**config.mk**
```make
export PLATFORM = sky130hd
export DESIGN_NAME = reduce_seq_n
export DESIGN_NICKNAME = d
export VERILOG_FILES = /design/src/rtl/reduce_seq_n.sv
export SDC_FILE = /design/constraint.sdc
export NUM_CORES = 1
export LEC_CHECK = 0
export ABC_CLOCK_PERIOD_IN_PS = 2900
export BUFFER_PORTS_ARGS = -buffer_cell sky130_fd_sc_hd__buf_2
export CAP_MARGIN = 25
export CORE_ASPECT_RATIO = 1.75
export CORE_MARGIN = 2
export CORE_UTILIZATION = 58
export DETAILED_ROUTE_END_ITERATION = 8
export PLACE_DENSITY = 0.84
export SYNTH_ARGS = -nofsm -noshare
export SYNTH_HDL_FRONTEND = slang
export SYNTH_SLANG_ARGS = --single-unit
```
**constraint.sdc**
```tcl
create_clock -name clk -period 2.9 [get_ports clk]
set_input_delay 0.435 -clock clk [delete_from_list [all_inputs] [get_ports clk]]
set_output_delay 0.435 -clock clk [all_outputs]
set_load 0.02 [all_outputs]
```
**src/rtl/reduce_seq_n.sv**
```systemverilog
// reduce_seq_n: multi-cycle reduction engine.
// Folds a WIDTH-bit vector CHUNK bits per clock into a one-bit AND/OR/XOR result. Setting
// op[2] inverts the result to give NAND/NOR/XNOR.
// Valid/ready interfaces are on both sides, and only one transaction is in flight at a time.
// Optional feature (define REDUCE_SEQ_EARLY_EXIT_EN): an AND/OR-family run stops once the
// accumulator reaches its dominating value.
module reduce_seq_n #(
  parameter int unsigned WIDTH = 32,
  parameter int unsigned CHUNK = 8
) (
  input  logic             clk,
  input  logic             reset_n,
  input  logic             in_valid,
  output logic             in_ready,
  input  logic [WIDTH-1:0] a,
  input  logic [2:0]       op,
  output logic             out_valid,
  input  logic             out_ready,
  output logic             y,
  output logic             busy
);

  localparam int unsigned NCHUNK = WIDTH / CHUNK;
  localparam int unsigned CntW   = $clog2(NCHUNK + 1);

  // Reject configurations that would silently drop bits.
  if (CHUNK < 1 || CHUNK > WIDTH || (WIDTH % CHUNK) != 0) begin : gen_param_check
    $error("reduce_seq_n: WIDTH must be a non-zero multiple of CHUNK");
  end

  typedef enum logic [1:0] {StIdle, StRun, StDone} state_e;

  state_e            state_q, state_d;
  logic [WIDTH-1:0]  shift_q, shift_d;
  logic [2:0]        op_q, op_d;
  logic              acc_q, acc_d;
  logic [CntW-1:0]   count_q, count_d;
  logic              y_q, y_d;

  logic [CHUNK-1:0]  chunk;
  logic              acc_fold;
  logic              last_fold;
  logic              identity;

  // Fold the lowest chunk of the shift register into the accumulator.
  always_comb begin
    chunk = shift_q[CHUNK-1:0];
    case (op_q[1:0])
      2'b01:   acc_fold = acc_q | (|chunk);
      2'b10:   acc_fold = acc_q ^ (^chunk);
      default: acc_fold = acc_q & (&chunk);
    endcase
  end

  // Decide whether the current fold is the final one of the transaction.
  always_comb begin
    last_fold = (count_q == CntW'(NCHUNK - 1));
`ifdef REDUCE_SEQ_EARLY_EXIT_EN
    // AND-family saturates at 0 and OR-family at 1. XOR never saturates.
    if (op_q[1:0] == 2'b01) begin
      if (acc_fold) last_fold = 1'b1;
    end else if (op_q[1:0] != 2'b10) begin
      if (!acc_fold) last_fold = 1'b1;
    end
`endif
  end

  // Accumulator identity for the incoming op: 1 for the AND family, 0 for the others.
  always_comb begin
    identity = !((op[1:0] == 2'b01) || (op[1:0] == 2'b10));
  end

  // Next-state logic for the control FSM and the datapath.
  always_comb begin
    state_d = state_q;
    shift_d = shift_q;
    op_d    = op_q;
    acc_d   = acc_q;
    count_d = count_q;
    y_d     = y_q;
    unique case (state_q)
      StIdle: begin
        if (in_valid) begin
          shift_d = a;
          op_d    = op;
          acc_d   = identity;
          count_d = '0;
          state_d = StRun;
        end
      end
      StRun: begin
        acc_d   = acc_fold;
        shift_d = shift_q >> CHUNK;
        count_d = count_q + CntW'(1);
        if (last_fold) begin
          // The result is registered here, so y stays put until the next completion.
          y_d     = acc_fold ^ op_q[2];
          state_d = StDone;
        end
      end
      StDone: begin
        if (out_ready) state_d = StIdle;
      end
      default: state_d = StIdle;
    endcase
  end

  // State and datapath registers. Reset discards any in-flight work.
  always_ff @(posedge clk or negedge reset_n) begin
    if (!reset_n) begin
      state_q <= StIdle;
      shift_q <= '0;
      op_q    <= '0;
      acc_q   <= 1'b0;
      count_q <= '0;
      y_q     <= 1'b0;
    end else begin
      state_q <= state_d;
      shift_q <= shift_d;
      op_q    <= op_d;
      acc_q   <= acc_d;
      count_q <= count_d;
      y_q     <= y_d;
    end
  end

  // Handshake outputs decode directly from the state.
  always_comb begin
    in_ready  = (state_q == StIdle);
    out_valid = (state_q == StDone);
    busy      = (state_q != StIdle);
    y         = y_q;
  end

endmodule
```
# Word level (Yosys, flattened, before mapping)
# Index checks and enable logic that the tools add are counted.
[word_totals]
register_bits = 42
wordCells = 44
in_bits = 39
[op_classes]
reduce_logical = 12
bitwise = 4
n_addsub = 1
n_mux = 11
n_eq_ne = 10
[op_table]
columns = ["operator", "count"]
rows = [
  ["32-bit one-hot mux with 2 select lines", 1],
  ["32-bit two-way mux", 1],
  ["8-bit AND reduction", 1],
  ["8-bit OR reduction", 1],
  ["8-bit parity", 1],
  ["2-bit by 1-bit equality test with 1-bit output (second input constant)", 3],
  ["2-bit equality test (second input constant)", 3],
  ["2-bit two-way mux", 3],
  ["2-bit one-hot mux with 3 select lines", 1],
  ["3-bit one-hot mux with 2 select lines", 1],
  ["2-bit AND reduction", 3],
  ["2-bit inequality test (second input constant)", 2],
  ["1-bit one-hot mux with 2 select lines", 2],
  ["2-bit nonzero test", 2],
  ["3-bit by 1-bit adder with 3-bit output (second input constant)", 1],
  ["3-bit by 2-bit equality test with 1-bit output (second input constant)", 1],
  ["3-bit two-way mux", 1],
  ["3-bit AND reduction", 1],
  ["2-bit zero test", 1],
  ["2-bit by 1-bit inequality test with 1-bit output (second input constant)", 1],
  ["1-bit bitwise XOR", 2],
  ["1-bit AND", 1],
  ["1-bit zero test", 1],
  ["1-bit logical OR", 1],
  ["2 further kinds", 2],
]

# Depth between registers and ports, before layout
[depth]
depth_word = 5
mapped_depth = 7
mapped_depth_nobuf = 7

# Worst setup path after synthesis
# No wires, ideal clock.
[synth_timing]
kind = "register to register"
start = "reg shift_q[0]"
end = "reg y_q, in the netlist y"
stages_incl_launch_ff = 8
synth_period_minus_slack_ns = 1.938
path_slack_ns = 0.962
arrival_time_ns = 1.816
path_cell_list = "dfrtp_1 inv_1 ha_1 xnor3_1 or4b_4 nand4_2 xnor2_1 o21ai_1"
[synth_between]
elab_chain_cells = 4
[synth_lines]
columns = ["element", "line", "text"]
rows = [
  ["start, declared", "34", "logic [WIDTH-1:0] shift_q, shift_d;"],
  ["start signal, assigned", "119", "shift_q <= shift_d;"],
  ["8-bit AND reduction (tied with other cells)", "51", "default: acc_fold = acc_q & (&chunk);"],
  ["1-bit AND (tied with other cells)", "51", ""],
  ["1-bit one-hot mux with 2 select lines (*)", "48", "case (op_q[1:0])"],
  ["1-bit bitwise XOR (*)", "97", "y_d = acc_fold ^ op_q[2];"],
  ["end signal, assigned", "123", "y_q <= y_d;"],
  ["end, declared", "38", "logic y_q, y_d;"],
]
# Every way passes the cells marked *; elsewhere a longest branch is shown, timed or not.
# A chain may end at the register's enable or synchronous reset.

# Final worst setup path
# Ends and elaborated chain as after synthesis.

==> impl_results.md <==
- Syn avg cell area: 8.62 sq um
- Clk_skew: 3.08 ps
- CTS tree: yes
- Final period util: 73.2%
- Async S/R FF share, synth: 100%
- Slew at the pin closest to its max-slew limit: 957 ps
- Post-Syn Nets: 293
- Setup Buffers After CTS: 0
- Number of global-route vias before repair: 1639
- Hold crit path type: input pin to asynchronous set/reset pin
- Place WS: 781 ps
- Max cap viols: 0
- CTS Sinks: 42
- Final net count: 330
- Die width: 49.3 um
- Setup violations, final: 0
- Synth Register Bits: 42
- Diode count: 0
- Slew HR: 36.1%
- Crit path buf inv count: 1
- Crit Path Max Fanout: 2
- CP Cell Sequence: inv_1, ha_1, xnor3_1, or4b_4, nand4_2, xnor2_1, o21ai_1
- Worst skew pair latency: 280 ps
- CP startpoint kind: register
- Post-DRT Antenna Nets: 0
- Setup crit end kind: register
- Main flop type after synthesis: dfrtp_1
- Area of the core: 3400 sq um
- Final worst slack: 778 ps
- First-pass GRT wire length: 7.14 mm
- 1st-pass router iterations: 4
- Worst EP required: 3070 ps
- Vias/cell: 5.19
- Placement Rows: 28
- Setup TNS: 0 ps
- Yosys warnings: 0
- Slowest CP cell: or4b_4
- Highest clock rate: 471 MHz
- CTS clk-pin slew, worst paths: 70 ps
- Synth top cells by count: nand2_1 (67), dfrtp_1 (42), nor2_1 (25), a31oi_1 (16), o21ai_0 (15)
- Maximum VDD drop: 638 uV
- Top cell type's share of synthesized area: 50.4%
- DRC Markers: 0
- CTS H-Tree Depth: 2
- Slew Viols, Final: 0
- Area grow syn2layout: 14.4%
- Levels on crit path: 7
- Via count: 1682
- RSZ-0062 raised after global routing: no
- Gpl congestion: 0.735
- Area leader, netlist: dfrtp_1
- Cells after Synth: 242
- Violation count after the first detailed-route iteration: 59
- Leak: 1.24 nW
- Hold Vio Cnt, Final: 0
- Port bufs: 42
- Post-CTS sizing: 0
- Wire per inst: 12.7 um
- Cts hold-fix bufs: 0
- Synthesized area: 2090 sq um
- FF-to-FF path depth: 7
- Total GRT Usage: 22.0%
- Register area share after synthesis: 50.4%
- Worst EP arrival: 2290 ps
- Synth top area cells: dfrtp_1 (50%), nand2_1 (12%), ha_1 (7.2%)
- CTS root buf: clkbuf_8
- Antenna violations before repair: 0
- GRT overflow: 0
- Delay-heaviest family, CP: simple AND/OR/NAND/NOR gates
- WL final: 4.11 mm
- Outcome: completed
- Die area: 4110 sq um
- Count leader, synth: nand2_1
- Unique masters post-synth: 28
- Post-synth EDFFs: 0
- Core Util, Final: 70.3%
- Starting Density: 61.4%
- Max stage delay on crit path: 530 ps
- Largest net degree at the start of global routing: 48
- Die height: 83.4 um
- Kind of critical path: register to register
- Clock tree buffer depth: 2
- Io pins: 43
- Period minus WS final: 2120 ps
- Dpl hpwl: 2.90 mm
- Fraction of layout cells with a size suffix above 1: 18.6%
- Inserted Clock Buffers: 5
- Pwr/cell area: 1120 nW/um^2
==> worst reg2reg max path: stages (launching register included) <==
cell and delay, ps:
dfrtp_1 350, inv_1 60, ha_1 290, xnor3_1 420, or4b_4 530, nand4_2 140
xnor2_1 150, o21ai_1 80
==> cells in the final DEF, fill, tap and decap left out, types with 2 or more instances in the layout <==
cell and instances:
nand2_1 67, dfrtp_1 42, buf_2 42, nor2_1 25, a31oi_1 16, o21ai_0 15, inv_1 14, ha_1 12
nand3_1 11, a21oi_1 8, clkbuf_8 5, buf_4 3, nand2b_1 2, xor2_1 2, clkbuf_1 2
==> layout make-up <==
| cell class | count | area (sq um) |
|---|---|---|
| inverters | 14 | 52.6 |
| multi-input cells | 171 | 918 |
| well taps | 45 | 56.3 |
| flip-flops and latches | 42 | 1050 |
| repair buffers | 45 | 233 |
| clock buffers | 7 | 76.3 |
| fillers | 309 | 1010 |
==> through the flow <==
| stage | cell area [sq um] | std cells | hold WS, ps | power [mW] |
|---|---|---|---|---|
| 6_report | 2390 | 324 | 269 | 2.67 |
| 5_1_grt | 2390 | 324 | 340 | 2.92 |
| 4_1_cts | 2390 | 324 | 303 | 2.70 |
| 3_5_place_dp | 2310 | 317 | 472 | 2.34 |
| 3_3_place_gp | 2310 | 317 | 460 | 2.24 |
| 2_1_floorplan | 2090 | 242 | 139 | 2.02 |
==> sequential cells by signal, summed over array words and instances, names as in the netlist <==
name and count:
state_q 2, shift_q 32, acc_q 1, op_q 3, y 1, count_q 3
==> cells by family after synthesis <==
family	count (synthesis)	synth area share, %
buf+inv	29	5.64
flops	42	50.4
compound gates	42	11.3
xor+xnor	4	2.34
fa+ha+maj	12	7.19
simple gates	113	23.1
==> metal layers <==
layer | GRT usage (%) | share of wire [%] | vias to the layer above
met2 | 37.2 | 54 | 37
met1 | 27.9 | 41 | 775
met4 | 9.61 | 1.9 | 0
met5 | 0 | 0 | -
met3 | 2.70 | 3.5 | 8
li1 | - | - | 862
==> power by group <==
part	internal [mW]	switching, mW	total, mW
combinational	0.518	0.778	1.30
clock	0.166	0.176	0.342
sequential	0.875	0.157	1.03
total	1.56	1.11	2.67
==> worst paths after layout <==
check | slack [ps] | endpoint | start
hold reg to reg | 490 | shift_q[1] | shift_q[9]
setup reg to reg | 780 | y | shift_q[0]
max in group asynchronous | 2070 | shift_q[4] | reset_n
min in group clk | 330 | shift_q[28] | a[28]
hold / removal | 270 | shift_q[27] | reset_n
setup / recovery | 780 | y | shift_q[0]
Power figures use the tool's default switching activity.
